**config.mk**
```make
export PLATFORM = sky130hd
export DESIGN_NAME = time_set_controller_flat
export DESIGN_NICKNAME = d
export VERILOG_FILES = /design/src/rtl/time_set_controller_if.sv /design/src/rtl/time_set_controller.sv /design/src/flat_wrapper.sv
export SDC_FILE = /design/constraint.sdc
export NUM_CORES = 1
export LEC_CHECK = 0
export ABC_AREA = 1
export BUFFER_PORTS_ARGS = -buffer_cell sky130_fd_sc_hd__buf_4
export CORE_MARGIN = 2
export CORE_UTILIZATION = 65
export CTS_CLUSTER_SIZE = 8
export DETAILED_ROUTE_END_ITERATION = 10
export GPL_ROUTABILITY_DRIVEN = 0
export GPL_TIMING_DRIVEN = 0
export PLACE_DENSITY = 0.85
export SKIP_LAST_GASP = 1
export SLEW_MARGIN = 25
export SYNTH_ARGS = -nofsm -noshare
export SYNTH_HDL_FRONTEND = slang
export SYNTH_SLANG_ARGS = --single-unit
```
**constraint.sdc**
```tcl
create_clock -name clk_2MHz -period 3.87 [get_ports clk_2MHz]
set_input_delay 0.774 -clock clk_2MHz [delete_from_list [all_inputs] [get_ports clk_2MHz]]
set_output_delay 0.774 -clock clk_2MHz [all_outputs]
set_load 0.01 [all_outputs]
```
**src/rtl/time_set_controller_if.sv**
```systemverilog
// time_set_controller_if: button/seed inputs and time-keeper load outputs of the time-entry front end
//   btn_mode/btn_inc/btn_dec : debounced level buttons
//   curHH/curMM              : current time used to seed an edit
//   setHH/setMM/set          : load values and one-cycle load strobe
//   editing/edit_field/blink : display status while editing
interface time_set_controller_if;
    logic       btn_mode;
    logic       btn_inc;
    logic       btn_dec;
    logic [6:0] curHH;
    logic [6:0] curMM;
    logic [6:0] setHH;
    logic [6:0] setMM;
    logic       set;
    logic       editing;
    logic [1:0] edit_field;
    logic       blink;
    modport master (
        output btn_mode, btn_inc, btn_dec, curHH, curMM,
        input  setHH, setMM, set, editing, edit_field, blink
    );
    modport slave (
        input  btn_mode, btn_inc, btn_dec, curHH, curMM,
        output setHH, setMM, set, editing, edit_field, blink
    );
endinterface

```
**src/rtl/time_set_controller.sv**
```systemverilog
// time_set_controller: button-driven HH:MM entry producing a one-cycle set strobe for the time keeper
//   clk_2MHz : system clock
//   reset    : asynchronous active-low reset
//   bus      : slave side of time_set_controller_if (buttons, seed time, load outputs, display status)
module time_set_controller #(
    parameter int unsigned REPEAT_DELAY = 1000000,
    parameter int unsigned REPEAT_RATE  = 200000,
    parameter int unsigned TIMEOUT_CYC  = 20000000,
    parameter int unsigned BLINK_CYC    = 500000
) (
    input logic                  clk_2MHz,
    input logic                  reset,
    time_set_controller_if.slave bus
);
    localparam int unsigned HOLD_MAX = (REPEAT_DELAY > REPEAT_RATE) ? REPEAT_DELAY : REPEAT_RATE;
    localparam int HOLD_W  = $clog2(HOLD_MAX + 1);
    localparam int IDLE_W  = $clog2(TIMEOUT_CYC + 1);
    localparam int BLINK_W = $clog2(BLINK_CYC + 1);
    localparam logic [HOLD_W-1:0]  DELAY_HIT  = HOLD_W'(REPEAT_DELAY);
    localparam logic [HOLD_W-1:0]  RATE_HIT   = HOLD_W'(REPEAT_RATE);
    localparam logic [IDLE_W-1:0]  TO_LAST    = IDLE_W'(TIMEOUT_CYC - 1);
    localparam logic [BLINK_W-1:0] BLINK_LAST = BLINK_W'(BLINK_CYC - 1);

    typedef enum logic [1:0] {IDLE, EDIT_HH, EDIT_MM, COMMIT} stateT;

    stateT              state;
    logic [6:0]         editHH, editMM;
    logic               armed, modePrev, incPrev, decPrev;
    logic [HOLD_W-1:0]  holdCnt;
    logic               repeating;
    logic [IDLE_W-1:0]  idleCnt;
    logic [BLINK_W-1:0] blinkCnt;
    logic               setQ, editingQ, blinkQ;
    logic [1:0]         fieldQ;
    logic               modePress, incPress, decPress, anyPress, inEdit, soloHeld;
    logic               repFire, stepUp, stepDn, step, timeout;
    logic [6:0]         hhNext, mmNext;

    assign bus.setHH      = editHH;
    assign bus.setMM      = editMM;
    assign bus.set        = setQ;
    assign bus.editing    = editingQ;
    assign bus.edit_field = fieldQ;
    assign bus.blink      = blinkQ;

    // armed stays low for the first clock after reset so a button held through release is not seen as a press
    always_comb begin
        modePress = armed & bus.btn_mode & ~modePrev;
        incPress  = armed & bus.btn_inc & ~incPrev;
        decPress  = armed & bus.btn_dec & ~decPrev;
        anyPress  = modePress | incPress | decPress;
        inEdit    = (state == EDIT_HH) || (state == EDIT_MM);
        soloHeld  = bus.btn_inc ^ bus.btn_dec;
        repFire   = inEdit & soloHeld & ~incPress & ~decPress & (holdCnt != '0) &
                    (holdCnt == (repeating ? RATE_HIT : DELAY_HIT));
        stepUp    = inEdit & ~modePress & ((incPress & ~decPress) | (repFire & bus.btn_inc));
        stepDn    = inEdit & ~modePress & ((decPress & ~incPress) | (repFire & bus.btn_dec));
        step      = stepUp | stepDn;
        timeout   = inEdit & ~anyPress & (idleCnt == TO_LAST);
        hhNext    = stepUp ? ((editHH == 7'd23) ? 7'd0 : editHH + 7'd1) :
                    stepDn ? ((editHH == 7'd0) ? 7'd23 : editHH - 7'd1) : editHH;
        mmNext    = stepUp ? ((editMM == 7'd59) ? 7'd0 : editMM + 7'd1) :
                    stepDn ? ((editMM == 7'd0) ? 7'd59 : editMM - 7'd1) : editMM;
    end

    always_ff @(posedge clk_2MHz or negedge reset) begin
        if (!reset) begin
            state     <= IDLE;
            editHH    <= '0;
            editMM    <= '0;
            armed     <= 1'b0;
            modePrev  <= 1'b0;
            incPrev   <= 1'b0;
            decPrev   <= 1'b0;
            holdCnt   <= '0;
            repeating <= 1'b0;
            idleCnt   <= '0;
            blinkCnt  <= '0;
            setQ      <= 1'b0;
            editingQ  <= 1'b0;
            fieldQ    <= 2'b00;
            blinkQ    <= 1'b0;
        end else begin
            armed    <= 1'b1;
            modePrev <= bus.btn_mode;
            incPrev  <= bus.btn_inc;
            decPrev  <= bus.btn_dec;
            // hold timing only runs for a single button whose press was seen in an edit state
            if (!inEdit || !soloHeld || modePress) begin
                holdCnt   <= '0;
                repeating <= 1'b0;
            end else if (incPress || decPress) begin
                holdCnt   <= HOLD_W'(1);
                repeating <= 1'b0;
            end else if (repFire) begin
                holdCnt   <= HOLD_W'(1);
                repeating <= 1'b1;
            end else if (holdCnt != '0) begin
                holdCnt <= holdCnt + HOLD_W'(1);
            end
            idleCnt <= (!inEdit || anyPress) ? '0 : idleCnt + IDLE_W'(1);
            case (state)
                IDLE: begin
                    if (modePress) begin
                        state    <= EDIT_HH;
                        editHH   <= (bus.curHH > 7'd23) ? 7'd0 : bus.curHH;
                        editMM   <= (bus.curMM > 7'd59) ? 7'd0 : bus.curMM;
                        editingQ <= 1'b1;
                        fieldQ   <= 2'b01;
                        blinkQ   <= 1'b1;
                        blinkCnt <= '0;
                    end
                end
                EDIT_HH, EDIT_MM: begin
                    if (timeout) begin
                        state    <= IDLE;
                        editingQ <= 1'b0;
                        fieldQ   <= 2'b00;
                        blinkQ   <= 1'b0;
                        blinkCnt <= '0;
                    end else if (modePress && state == EDIT_HH) begin
                        state    <= EDIT_MM;
                        fieldQ   <= 2'b10;
                        blinkQ   <= 1'b1;
                        blinkCnt <= '0;
                    end else if (modePress) begin
                        state    <= COMMIT;
                        setQ     <= 1'b1;
                        editingQ <= 1'b0;
                        fieldQ   <= 2'b00;
                        blinkQ   <= 1'b0;
                        blinkCnt <= '0;
                    end else begin
                        if (state == EDIT_HH) editHH <= hhNext;
                        else editMM <= mmNext;
                        // a step restarts the blink period with the digit shown
                        blinkQ   <= step ? 1'b1 : (blinkCnt == BLINK_LAST) ? ~blinkQ : blinkQ;
                        blinkCnt <= (step || blinkCnt == BLINK_LAST) ? '0 : blinkCnt + BLINK_W'(1);
                    end
                end
                default: begin
                    state <= IDLE;
                    setQ  <= 1'b0;
                end
            endcase
        end
    end
endmodule

```
**src/flat_wrapper.sv**
```systemverilog
// flat-port wrapper written by rule: the top's interface ports become plain ports
module time_set_controller_flat 
#(
    parameter int unsigned REPEAT_DELAY = 1000000,
    parameter int unsigned REPEAT_RATE  = 200000,
    parameter int unsigned TIMEOUT_CYC  = 20000000,
    parameter int unsigned BLINK_CYC    = 500000
)
  (clk_2MHz, reset, bus_btn_mode, bus_btn_inc, bus_btn_dec, bus_curHH, bus_curMM, bus_setHH, bus_setMM, bus_set, bus_editing, bus_edit_field, bus_blink);
  time_set_controller_if bus_i ();
  input logic clk_2MHz;
  input logic reset;
  input wire logic [$bits(bus_i.btn_mode)-1:0] bus_btn_mode;
  input wire logic [$bits(bus_i.btn_inc)-1:0] bus_btn_inc;
  input wire logic [$bits(bus_i.btn_dec)-1:0] bus_btn_dec;
  input wire logic [$bits(bus_i.curHH)-1:0] bus_curHH;
  input wire logic [$bits(bus_i.curMM)-1:0] bus_curMM;
  output wire logic [$bits(bus_i.setHH)-1:0] bus_setHH;
  output wire logic [$bits(bus_i.setMM)-1:0] bus_setMM;
  output wire logic [$bits(bus_i.set)-1:0] bus_set;
  output wire logic [$bits(bus_i.editing)-1:0] bus_editing;
  output wire logic [$bits(bus_i.edit_field)-1:0] bus_edit_field;
  output wire logic [$bits(bus_i.blink)-1:0] bus_blink;
  assign bus_i.btn_mode = bus_btn_mode;
  assign bus_i.btn_inc = bus_btn_inc;
  assign bus_i.btn_dec = bus_btn_dec;
  assign bus_i.curHH = bus_curHH;
  assign bus_i.curMM = bus_curMM;
  assign bus_setHH = bus_i.setHH;
  assign bus_setMM = bus_i.setMM;
  assign bus_set = bus_i.set;
  assign bus_editing = bus_i.editing;
  assign bus_edit_field = bus_i.edit_field;
  assign bus_blink = bus_i.blink;
  time_set_controller #(.REPEAT_DELAY(REPEAT_DELAY), .REPEAT_RATE(REPEAT_RATE), .TIMEOUT_CYC(TIMEOUT_CYC), .BLINK_CYC(BLINK_CYC)) u_core (.clk_2MHz(clk_2MHz), .reset(reset), .bus(bus_i));
endmodule
```
Word-level counts from Yosys, hierarchy flattened
Index checks and enable logic that the tools add are counted.
{"block": "op_classes", "order_cmp": 2, "n_reduce_logical": 25, "n_eq_ne": 19, "addsub": 7, "bitwise": 35, "n_mux": 60}
{"operator": "two-way mux 7 bit", "n": 20}
{"operator": "two-way mux 20 bit", "n": 5}
{"operator": "two-way mux 19 bit", "n": 5}
{"operator": "case mux 19 bit (2 select lines)", "n": 1}
{"operator": "case mux 7 bit (2 select lines)", "n": 2}
{"operator": "adder 25 x 1 -> 25 bit (second input constant)", "n": 1}
{"operator": "equality test 25 bit (second input constant)", "n": 1}
{"operator": "two-way mux 25 bit", "n": 1}
{"operator": "adder 20 x 1 -> 20 bit (second input constant)", "n": 1}
{"operator": "bitwise AND 1 bit", "n": 20}
{"operator": "equality test 20 bit", "n": 1}
{"operator": "nonzero test 20 bit", "n": 1}
{"operator": "adder 19 x 1 -> 19 bit (second input constant)", "n": 1}
{"operator": "equality test 19 bit (second input constant)", "n": 1}
{"operator": "adder 7 x 1 -> 7 bit (second input constant)", "n": 2}
{"operator": "logical NOT 7 bit", "n": 2}
{"operator": "two-way mux 1 bit", "n": 14}
{"operator": "two-way mux 2 bit", "n": 7}
{"operator": "AND reduction 7 bit", "n": 2}
{"operator": "subtractor 7 x 1 -> 7 bit (second input constant)", "n": 2}
{"operator": "inverter 1 bit", "n": 9}
{"operator": "!= test 2 bit (second input constant)", "n": 4}
{"operator": "case mux 2 bit (2 select lines)", "n": 2}
{"operator": "AND reduction 4 bit", "n": 2}
{"operator": "other kinds (24)", "n": 41}
{"block": "totals", "word_cells": 163, "ff_bits": 90, "output_inout_bits": 19, "in_bits": 19}

Logic depth before layout (Yosys ltp)
Gate-level depths: netlist of the first run.
{"block": "depth", "ltp_word": 17, "mapped_depth": 16, "ltp_nobuf": 15}

Worst setup path after synthesis of the first run
OpenSTA, ideal clock, no wires.
{"block": "synth_path", "path_kind": "input to register", "start": "input bus_btn_dec", "end": "register u_core.blinkCnt[18]", "setup_slack_ps": 1876, "arrival_time_ps": 1874, "n_path_buf": 1, "setup_time_ps": 121, "path_stages": 13, "required_time_ps": 3749, "path_cell_list": "nand2_1 > nor2_2 > nor2_4 > inv_1 > nor2_4 > nand4_2 > nand2_2 > nor2_2 > nand2_1 > nand2_2 > inv_4 > buf_8 > nor2_2"}
{"block": "synth_between", "elab_chain_len": 16, "word_cells_on_any_way": 28, "classes_between": "5 x mux; 22 x bitwise; 1 x reduce/logical"}
{"element": "from (decl)", "line_no": "flat_wrapper.sv:15", "text": "input wire logic [$bits(bus_i.btn_dec)-1:0] bus_btn_dec;"}
{"element": "bitwise XOR 1 bit or bitwise AND 1 bit (tied branches)", "line_no": "time_set_controller.sv:53, time_set_controller.sv:50"}
{"element": "bitwise AND 1 bit (on tied branches)", "line_no": "time_set_controller.sv:54, time_set_controller.sv:50"}
{"element": "bitwise AND 1 bit or inverter 1 bit (tied branches)", "line_no": "time_set_controller.sv:54, time_set_controller.sv:56"}
{"element": "bitwise AND 1 bit (3 in series)", "line_no": "time_set_controller.sv:54", "text": "repFire = inEdit & soloHeld & ~incPress & ~decPress & (holdCnt != '0) &"}
{"element": "bitwise AND 1 bit (on tied branches)", "line_no": "time_set_controller.sv:56, time_set_controller.sv:57"}
{"element": "OR 1 bit (on tied branches)", "line_no": "time_set_controller.sv:56, time_set_controller.sv:57"}
{"element": "bitwise AND 1 bit (on tied branches)", "line_no": "time_set_controller.sv:56, time_set_controller.sv:57"}
{"element": "OR 1 bit", "line_no": "time_set_controller.sv:58", "text": "step = stepUp | stepDn;"}
{"element": "logical OR 1 bit", "line_no": "time_set_controller.sv:138", "text": "blinkCnt <= (step || blinkCnt == BLINK_LAST) ? '0 : blinkCnt + BLINK_W'(1);"}
{"element": "two-way mux 19 bit", "line_no": "time_set_controller.sv:138"}
{"element": "two-way mux 19 bit", "line_no": "time_set_controller.sv:126", "text": "end else if (modePress) begin"}
{"element": "two-way mux 19 bit", "line_no": "time_set_controller.sv:121", "text": "end else if (modePress && state == EDIT_HH) begin"}
{"element": "two-way mux 19 bit (*)", "line_no": "time_set_controller.sv:115", "text": "if (timeout) begin"}
{"element": "case mux 19 bit (2 select lines) (*)", "line_no": "time_set_controller.sv:102", "text": "case (state)"}
{"element": "to (signal assigned)", "line_no": "time_set_controller.sv:138"}
{"element": "to (decl)", "line_no": "time_set_controller.sv:32", "text": "logic [BLINK_W-1:0] blinkCnt;"}
Mark *: on every way between the ends. The rest lies on a longest branch, timed or not.
A chain may end at the register's enable or synchronous reset.

Worst setup path after layout of the first run
{"block": "layout_path", "start": "register u_core.state[0]", "end": "register u_core.blinkCnt[12]"}
{"block": "layout_between", "elab_chain_len": 17, "word_cells_on_any_way": 30, "classes_between": "3 x eq/ne; 5 x mux; 15 x bitwise; 7 x reduce/logical"}
{"element": "from (decl)", "line_no": "time_set_controller.sv:26", "text": "stateT state;"}
{"element": "from (signal assigned)", "line_no": "time_set_controller.sv:68", "text": "state <= IDLE;"}
{"element": "from (signal assigned)", "line_no": "time_set_controller.sv:105", "text": "state <= EDIT_HH;"}
{"element": "from (signal assigned)", "line_no": "time_set_controller.sv:116", "text": "state <= IDLE;"}
{"element": "equality test 2 x 1 -> 1 bit or equality test 2 bit (tied branches)", "line_no": "time_set_controller.sv:52", "text": "inEdit = (state == EDIT_HH) || (state == EDIT_MM);"}
{"element": "logical OR 1 bit (*)", "line_no": "time_set_controller.sv:52"}
{"element": "net u_core.inEdit", "line_no": "time_set_controller.sv:35", "text": "logic modePress, incPress, decPress, anyPress, inEdit, soloHeld;"}
{"element": "bitwise AND 1 bit (5 in series)", "line_no": "time_set_controller.sv:54"}
{"element": "bitwise AND 1 bit (on tied branches)", "line_no": "time_set_controller.sv:56, time_set_controller.sv:57"}
{"element": "OR 1 bit (on tied branches)", "line_no": "time_set_controller.sv:56, time_set_controller.sv:57"}
{"element": "bitwise AND 1 bit (on tied branches)", "line_no": "time_set_controller.sv:56, time_set_controller.sv:57"}
{"element": "OR 1 bit", "line_no": "time_set_controller.sv:58"}
{"element": "logical OR 1 bit", "line_no": "time_set_controller.sv:138"}
{"element": "two-way mux 19 bit", "line_no": "time_set_controller.sv:138"}
{"element": "two-way mux 19 bit", "line_no": "time_set_controller.sv:126"}
{"element": "two-way mux 19 bit", "line_no": "time_set_controller.sv:121"}
{"element": "two-way mux 19 bit (*)", "line_no": "time_set_controller.sv:115"}
{"element": "case mux 19 bit (2 select lines) (*)", "line_no": "time_set_controller.sv:102"}
The timed path passes the listed nets; every way through them passes the cells marked *.

==> results of run 1 <==
registers in the layout, summed over array words and instances, names as in the netlist:
name,cells
u_core.bus.set,1
u_core.holdCnt,20
u_core.bus.setHH,7
u_core.armed,1
u_core.bus.blink,1
u_core.idleCnt,25
u_core.bus.editing,1
u_core.state,2
u_core.decPrev,1
u_core.bus.edit_field,2
u_core.incPrev,1
u_core.modePrev,1
u_core.repeating,1
u_core.blinkCnt,19
u_core.bus.setMM,7
cells in the final DEF, fill, tap and decap left out, types with 3 or more instances in the layout:
| master | count |
|---|---|
| a211oi_1 | 3 |
| a21oi_1 | 37 |
| buf_2 | 4 |
| buf_4 | 38 |
| clkbuf_1 | 7 |
| clkbuf_8 | 10 |
| clkinv_4 | 3 |
| dfrtp_1 | 90 |
| ha_1 | 13 |
| inv_1 | 94 |
| inv_2 | 6 |
| nand2_1 | 183 |
| nand2_2 | 8 |
| nand2_4 | 5 |
| nand3_1 | 57 |
| nand3_2 | 3 |
| nand3b_1 | 4 |
| nand4_1 | 16 |
| nor2_1 | 86 |
| nor2_2 | 19 |
| nor2_4 | 5 |
| nor3_1 | 27 |
| nor3_4 | 3 |
| nor4_1 | 12 |
| o21ai_0 | 25 |
| o21ai_1 | 6 |
| o22ai_1 | 4 |
| xnor2_1 | 6 |
| xor2_1 | 23 |
critical path, stage by stage (launching register included):
cell and delay [ns]:
dfrtp_1 0.44, inv_1 0.09, ha_1 0.28, buf_4 0.16
nand2_2 0.10, nor2_4 0.22, nand4_2 0.20, nand2_2 0.15
nor2_2 0.05, nand2_1 0.10, nand2_2 0.08, inv_4 0.11
buf_8 0.16, nor2_2 0.04
kinds of logic after synthesis:
logic type | after synthesis
compound gates | 87
simple gates | 432
buf+inv | 118
other cells | 1
xor+xnor | 29
fa+ha+maj | 13
flops | 90
cell type report:
class / count / area (sq um) / area share
Clock buffer: 11 / 141 / 0.0225
Buffer: 14 / 83.8 / 0.0133
Timing Repair Buffer: 37 / 282 / 0.0448
Tap cell: 108 / 135 / 0.0215
Multi-Input combinational cell: 562 / 2940 / 0.467
Clock inverter: 4 / 52.6 / 0.00836
Sequential cell: 90 / 2250 / 0.358
Inverter: 104 / 400 / 0.0637
routing by layer:
layer / GRT usage / up-vias / wire [microns]
met5: 0 / - / 0
met4: 0.113 / 0 / 240
met3: 0.0489 / 28 / 693
met2: 0.467 / 185 / 6260
met1: 0.371 / 2476 / 5620
li1: - / 2577 / -
through the flow:
step / utilization / cells / hold WS (ns) / instance area, sq um / setup slack, ns
final: 0.731 / 930 / 0.462 / 6280 / 1.55
after global routing: 0.731 / 930 / 0.501 / 6280 / 1.34
after CTS: 0.731 / 930 / 0.473 / 6280 / 1.55
after detailed placement: 0.709 / 915 / 0.461 / 6090 / 1.44
after global placement: 0.708 / 915 / 0.446 / 6090 / 1.48
after floorplan: - / 770 / 0.433 / 5670 / 1.88
how the worst min path moves through the flow:
stage,start,endpoint,slack (ns)
after floorplan,u_core.idleCnt[0],u_core.idleCnt[0],0.43
after global placement,u_core.idleCnt[0],u_core.idleCnt[0],0.45
after detailed placement,u_core.idleCnt[0],u_core.idleCnt[0],0.46
after CTS,u_core.idleCnt[0],u_core.idleCnt[0],0.47
after global routing,u_core.idleCnt[0],u_core.idleCnt[0],0.50
final,reset,u_core.holdCnt[12],0.46
synth_stat cells (all sizes together):
cell type and count:
o22ai 4, nor2 110, o21a 1, a21o 1
o221a 1, a211oi 3, o211ai 1, and3 1
nand2 196, inv 102, nand4 17, xnor2 6
buf 8, a31oi 2, nor3 30, o31ai 1
a21boi 2, o21bai 1, a21oi 37, nor4 13
o21ai 32, ha 13, clkbuf 6, a221oi 1
xor2 23, clkinv 2, nand3b 4, nand3 60
conb 1, dfrtp 90, nor3b 1
power breakdown:
group / internal [mW] / switching, mW / total [mW]
Clock: 0.314 / 0.339 / 0.653
Combinational: 0.571 / 1.09 / 1.66
Sequential: 1.06 / 0.116 / 1.17
==> results.toml, run 1 <==
[clock_network]
numCtsBuffers = 9
cts_tree = "built"
cts_htree_levels = 3
cts_resized = 0
clk_latency_ns = 0.36
path_clk_slew_ns = 0.09
cts_root_buf = "clkbuf_8"
hold_buffers = 0
ctsLongestPathBuffers = 2
cts_setup_buffers = 0
cts_sinks = 90

[yosys]
synthAdderAreaFrac = 0.0287
synthMuxAreaShare = 0
synth_top_family_by_area = "simple AND/OR/NAND/NOR gates"
syn_inst = 770
syn_avg_cell_area_sq_um = 7.37
synth.area.top_cells = "dfrtp_1, nand2_1, inv_1, nor2_1, nand3_1"
synth-simple-area-share = 0.359
synth_largest_area_cell = "dfrtp_1"
yosysSeqAreaShare = 0.397
syn-num-nets = 802
synth_xor_area_frac = 0.0448
syn_area_sq_um = 5670
yosys_warnings = 0
yosysUniqueCellTypes = 47
yosysTopAreaCellShare = 0.397
synth-compound-area-share = 0.0849
synth_seq_cells = 90

[grt]
grt_pass1_vias = 5061
grt_max_degree = 91
overflow = 0
antenna_found_initial = 0
grt_pass1_wl_mm = 22.4
track_usage = 0.282

[power_and_ir_drop]
powerDensity_nw_per_um2 = 554
power.leakage_nw = 3.02
power.total_mw = 3.48
peakVddDrop_v = 0.000361

[cells_and_area]
insertedDiodeCount = 0
fillCellCount = 691
syn_to_final_growth_pct = 10.8
nets = 850
drive_gt1_frac = 0.140

[floorplan]
core-area_sq_um = 8590
die-area_sq_um = 9490
die_w_microns = 97.4
start_util = 0.660
rows = 34
ios = 38
die_h_microns = 97.4

[place]
post-dp-hpwl_mm = 9.33
portBuffers = 37

[timing]
drv_slew = 0
max_freq_mhz = 432
finalSetupViolCount = 0
final_hold_viol_count = 0
finalCritPeriodShare = 0.598
slew_headroom = 0.425
clock-skew-final_ns = 0.0129
layout_min_cycle_time_ns = 2.32
rsz0062_at_grt = "no"
finalSetupTns_ns = 0
worstMarginPinSlew_ns = 0.855

[routing]
drt_iter0_drc = 320
routed_wl_mm = 12.8
wire_per_inst_microns = 13.8
vias_per_cell = 5.66
ant_nets = 0
drc = 0
first_pass_iters = 5
vias = 5266

[worst_setup_path]
rrSetupSlack_ns = 1.55
rr_startpoint = "u_core.state[0]"
cp_max_fo = 10
cp-endpoint = "u_core.blinkCnt[12]"
reg2reg_depth = 13
crit_type = "reg -> reg"
worstSetupStartpointType = "flip-flop"
critPathLaunch = "u_core.state[0]"
end_kind = "flip-flop"
cp.arrival_ns = 2.57
r2r_end = "u_core.blinkCnt[12]"
worst_ep_required_time_ns = 4.12

[status]
status = "completed"

[job]
drv_cap = 0

[min_path]
hold_path.class = "in -> async"
Power figures use the tool's default switching activity.
==> run 2: changes to the inputs <==
- CORE_UTILIZATION: 65 -> 61
- PLACE_DENSITY: 0.85 -> 0.8
- clock period: 3.87 -> 2.3 ns (I/O delays scaled with it)
==> run 2 against run 1 <==
Effect of this change: final cell count rose by 0.97%; critical path type unchanged; register-to-register slack worse by 1.5 ns; highest routed layer unchanged; largest power group unchanged; hold slack got worse by 0.34 ns.
==> results.toml, run 2 (synthesis gave the netlist of run 1 again) <==
[status]
status = "completed"

[cells_and_area]
final_common_cell = "nand2_1"
design_area_sq_um = 6370
multi_input_area_sq_um = 2960
drive_gt1_frac = 0.151
top_register = "u_core.idleCnt"
top_regs = "u_core.idleCnt: 25 flops, u_core.holdCnt: 20 flops, u_core.blinkCnt: 19 flops"
fin_util = 0.700
largest_reg_flops = 25
register_area_sq_um = 2250
insertedDiodeCount = 0
final_cell_mix = "nand2_1, inv_1, dfrtp_1, nor2_1, nand3_1"
fillCellCount = 731
syn_to_final_growth_pct = 12.4
nets = 855

[worst_setup_path]
max_stage_delay_ns = 0.44
end_kind = "flip-flop"
rr_startpoint = "u_core.state[1]"
crit_type = "reg -> reg"
worstSetupStartpointType = "flip-flop"
critPathTopFamily = "simple AND/OR/NAND/NOR gates"
worst_ep_required_time_ns = 2.56
rrSetupSlack_ns = 0.10
crit_chain = "inv_2 -> ha_1 -> buf_6 -> nand2_2 -> nor2_4 -> nand4_2 -> nand2_2 -> nor2_2 -> nand2_1 -> nand2_2 -> inv_4 -> buf_8 -> nor2_2"
reg2reg_depth = 13
cpMostUsedCell = "nand2_2"
cp_max_fo = 10
r2r_end = "u_core.blinkCnt[12]"
slowest_stage = "dfrtp_1"
path_buf_inv = 4
cp.arrival_ns = 2.45

[routing]
first_pass_iters = 5
drc = 0
drt_iter0_drc = 332
vias = 5219
wire_per_inst_microns = 13.5
vias_per_cell = 5.56
ant_nets = 0
routed_wl_mm = 12.7

[clock_network]
cts_tree = "built"
numCtsBuffers = 9
ctsLongestPathBuffers = 2
cts_htree_levels = 3
clk_latency_ns = 0.37
path_clk_slew_ns = 0.11
cts_sinks = 90
cts_root_buf = "clkbuf_8"

[job]
drv_cap = 0

[floorplan]
start_util = 0.623
die_w_microns = 100
die-area_sq_um = 10100
rows = 35
core-area_sq_um = 9110
ios = 38
die_h_microns = 100

[timing]
final_hold_viol_count = 0
setup_ws_ns = 0.103
drv_slew = 0
worstMarginPinSlew_ns = 0.853
clock-skew-final_ns = 0.0173
finalCritPeriodShare = 0.955
finalSetupViolCount = 0
slew_headroom = 0.426
layout_min_cycle_time_ns = 2.20
hold_ws_ns = 0.124
max_freq_mhz = 455

[power_and_ir_drop]
peakVddDrop_v = 0.000663
power.leakage_nw = 3.05
powerDensity_nw_per_um2 = 954
power.total_mw = 6.08

[grt]
track_usage = 0.253
grt_max_degree = 91
antenna_found_initial = 0
grt_pass1_vias = 4780
grt_pass1_wl_mm = 20.7
overflow = 0

[place]
portBuffers = 37
place_ws_ns = -0.000381
placed_area_sq_um = 6090
post-dp-hpwl_mm = 9.15

[min_path]
hold_path.class = "in -> async"
==> run 2: final cells by class <==
cell class	count	share of cell area
Multi-Input combinational cell	563	0.464
Sequential cell	90	0.354
Inverter	104	0.0632
Timing Repair Buffer	41	0.0489
Tap cell	111	0.0218
Clock buffer	9	0.0194
Buffer	14	0.0151
Clock inverter	7	0.0137
==> run 2: repair_timing <==
item / 4_1_cts / 5_1_grt
hold buffers: 0 / 0
setup buffers: 0 / 4
resized for setup: 1 / 9
cloned: 0 / 1
setup endpoints to repair: 2 / 29
pin swaps: 0 / 1
==> run 2: per-stage QoR <==
stage	instances	setup TNS, ns
2_1_floorplan	770	0
3_3_place_gp	918	0
3_5_place_dp	918	-0.000381
4_1_cts	934	0
5_1_grt	939	-0.0633
6_report	939	0
==> run 2: worst max-delay path by stage <==
stage / start / end / slack, ns / cells after the start
after floorplan: u_core.state[0] / u_core.bus.setMM[1] / 0.33 / 15
after global placement: u_core.state[0] / u_core.bus.setMM[2] / 0.08 / 15
after detailed placement: u_core.state[0] / u_core.bus.setMM[3] / -0.0004 / 15
after CTS: u_core.state[0] / u_core.blinkCnt[12] / 0.05 / 13
after global routing: u_core.state[0] / u_core.bus.setHH[6] / -0.02 / 14
final: u_core.state[1] / u_core.blinkCnt[12] / 0.10 / 13
==> run 2: per-layer routing <==
layer  up-vias  global-route usage  share of wire
li1       2598                   -              -
met1      2448               0.337           0.45
met2       149               0.412           0.49
met3        24              0.0460          0.043
met4         0               0.101          0.018
met5         -                   0              0
==> run 2: power by group <==
part / internal [mW] / total (mW) / switching (mW) / leakage [nW]
clock: 0.534 / 1.18 / 0.646 / 0.109
combinational: 1.04 / 2.92 / 1.89 / 1.72
sequential: 1.78 / 1.98 / 0.200 / 1.22
total: 3.35 / 6.08 / 2.73 / 3.05
==> run 3: changes to the inputs <==
- MAX_ROUTING_LAYER: not set -> met4
==> run 3 against run 2 <==
Effect of this change: sequential power about the same; critical endpoint is now u_core.bus.setHH[6]; non-clock buffer count is the same; clock skew rose by 0.00091 ns; critical path type unchanged; largest power group unchanged; critical path depth increased by 1; via count shrank 0.44%; fmax about the same; largest cell class unchanged; power barely moved; wire length grew 0.25%.
==> results.toml, run 3 (synthesis gave the netlist of run 1 again) <==
[grt]
grt_pass1_wl_mm = 20.6
track_usage = 0.261
antenna_found_initial = 0
grt_pass1_vias = 4781
grt_max_degree = 91
overflow = 0

[power_and_ir_drop]
powerDensity_nw_per_um2 = 955
p_sw_mw = 2.73
peakVddDrop_v = 0.000662
power.leakage_nw = 3.05
p_seq_frac = 0.325
pwr-share-clk = 0.193
p_int_mw = 3.35
combinationalPowerShare = 0.481
sw_frac_of_total = 0.450

[cells_and_area]
syn_to_final_growth_pct = 12.4
final_cell_mix = "nand2_1, inv_1, dfrtp_1, nor2_1, nand3_1"
fin_util = 0.700
nets = 855
top_register = "u_core.idleCnt"
final_common_cell = "nand2_1"
fin_cells = 939
insertedDiodeCount = 0
top_regs = "u_core.idleCnt: 25 flops, u_core.holdCnt: 20 flops, u_core.blinkCnt: 19 flops"
drive_gt1_frac = 0.151
largest_reg_flops = 25

[routing]
drt_iter0_drc = 325
vias = 5196
first_pass_iters = 5
vias_per_cell = 5.53
wire_per_inst_microns = 13.5
drc = 0
routed_wl_mm = 12.7
ant_nets = 0

[status]
status = "completed"

[worst_setup_path]
worst_ep_required_time_ns = 2.59
path_buf_inv = 4
end_kind = "flip-flop"
rr_startpoint = "u_core.state[0]"
crit_chain = "inv_1 -> ha_1 -> buf_6 -> inv_4 -> nor2_4 -> nand2_2 -> nor2_4 -> nand3_2 -> nand2_4 -> nand2_8 -> buf_6 -> a21oi_1 -> nand2_1 -> o21ai_2"
rrSetupSlack_ns = 0.10
critPathLaunch = "u_core.state[0]"
reg2reg_depth = 14
worstSetupStartpointType = "flip-flop"
crit_type = "reg -> reg"
cp_max_fo = 10
cp.arrival_ns = 2.49
slowest_stage = "dfrtp_2"
max_stage_delay_ns = 0.41
critPathTopFamily = "simple AND/OR/NAND/NOR gates"
r2r_end = "u_core.bus.setHH[6]"

[clock_network]
numCtsBuffers = 9
cts_root_buf = "clkbuf_8"
hold_buffers = 0
ctsLongestPathBuffers = 2
cts_sinks = 90
cts_htree_levels = 3
path_clk_slew_ns = 0.11
clk_latency_ns = 0.37
cts_tree = "built"

[place]
post-dp-hpwl_mm = 9.15
place_ws_ns = -0.000381
dp_cells = 918
portBuffers = 37

[floorplan]
die_h_microns = 100
die-area_sq_um = 10100
die_w_microns = 100
start_util = 0.623
ios = 38
core-area_sq_um = 9110
rows = 35

[job]
drv_cap = 0

[timing]
slew_headroom = 0.424
finalCritPeriodShare = 0.956
hold_ws_ns = 0.126
layout_min_cycle_time_ns = 2.20
final_hold_viol_count = 0
clock-skew-final_ns = 0.0182
drv_slew = 0
finalSetupViolCount = 0
setup_ws_ns = 0.102
worstMarginPinSlew_ns = 0.856
max_freq_mhz = 455

[min_path]
hold_path.class = "in -> async"
## run 3: cell counts in the layout (fill, tap and decap cells not counted)
Identical to the previous run, type by type.
## run 3: power by group through the flow
stage               clock (mW)  sequential (mW)  combinational [mW]
floorplan                    0             2.01                1.95
global placement             0             1.99                2.68
detailed placement           0             2.00                2.75
CTS                       1.20             1.97                2.78
global route              1.27             2.00                3.28
finish                    1.18             1.98                2.93
## run 3: what timing repair did
item | CTS | global route
setup endpoints to repair | 2 | 29
pin swaps | 0 | 1
buffers inserted | 0 | 4
gates resized for setup | 1 | 9
cloned | 0 | 1
## run 3: stage by stage
stage	TNS [ns]	cell area, sq um	power [mW]
2_1_floorplan	0	5670	3.96
3_3_place_gp	0	6090	4.66
3_5_place_dp	-0.000381	6090	4.75
4_1_cts	0	6310	5.94
5_1_grt	-0.0633	6370	6.54
6_report	0	6370	6.08
## run 3: routing by layer
| metal | up-vias | routed length [microns] | global-route usage | share of wire |
|---|---|---|---|---|
| met5 | - | 0 | - | 0 |
| met4 | 0 | 206 | 0.101 | 0.016 |
| met3 | 21 | 504 | 0.0453 | 0.040 |
| met2 | 138 | 6200 | 0.412 | 0.49 |
| met1 | 2443 | 5780 | 0.337 | 0.46 |
| li1 | 2594 | - | - | - |
## run 3: layout make-up
| type | instances | area, sq um |
|---|---|---|
| inverter | 104 | 403 |
| fill | 731 | 2740 |
| multi-input combinational | 563 | 2960 |
| buffer | 14 | 96.3 |
| clock inverter | 7 | 87.6 |
| timing repair buffer | 41 | 312 |
| tap | 111 | 139 |
| clock buffer | 9 | 124 |
| sequential | 90 | 2250 |
## run 3: worst max-delay path by stage
stage                                endpoint  slack [ns]  cells after the start
after floorplan           u_core.bus.setMM[1]        0.33                     15
after global placement    u_core.bus.setMM[2]        0.08                     15
after detailed placement  u_core.bus.setMM[3]     -0.0004                     15
after CTS                 u_core.blinkCnt[12]        0.05                     13
after global routing      u_core.bus.setHH[6]       -0.02                     14
final                     u_core.bus.setHH[6]        0.10                     14
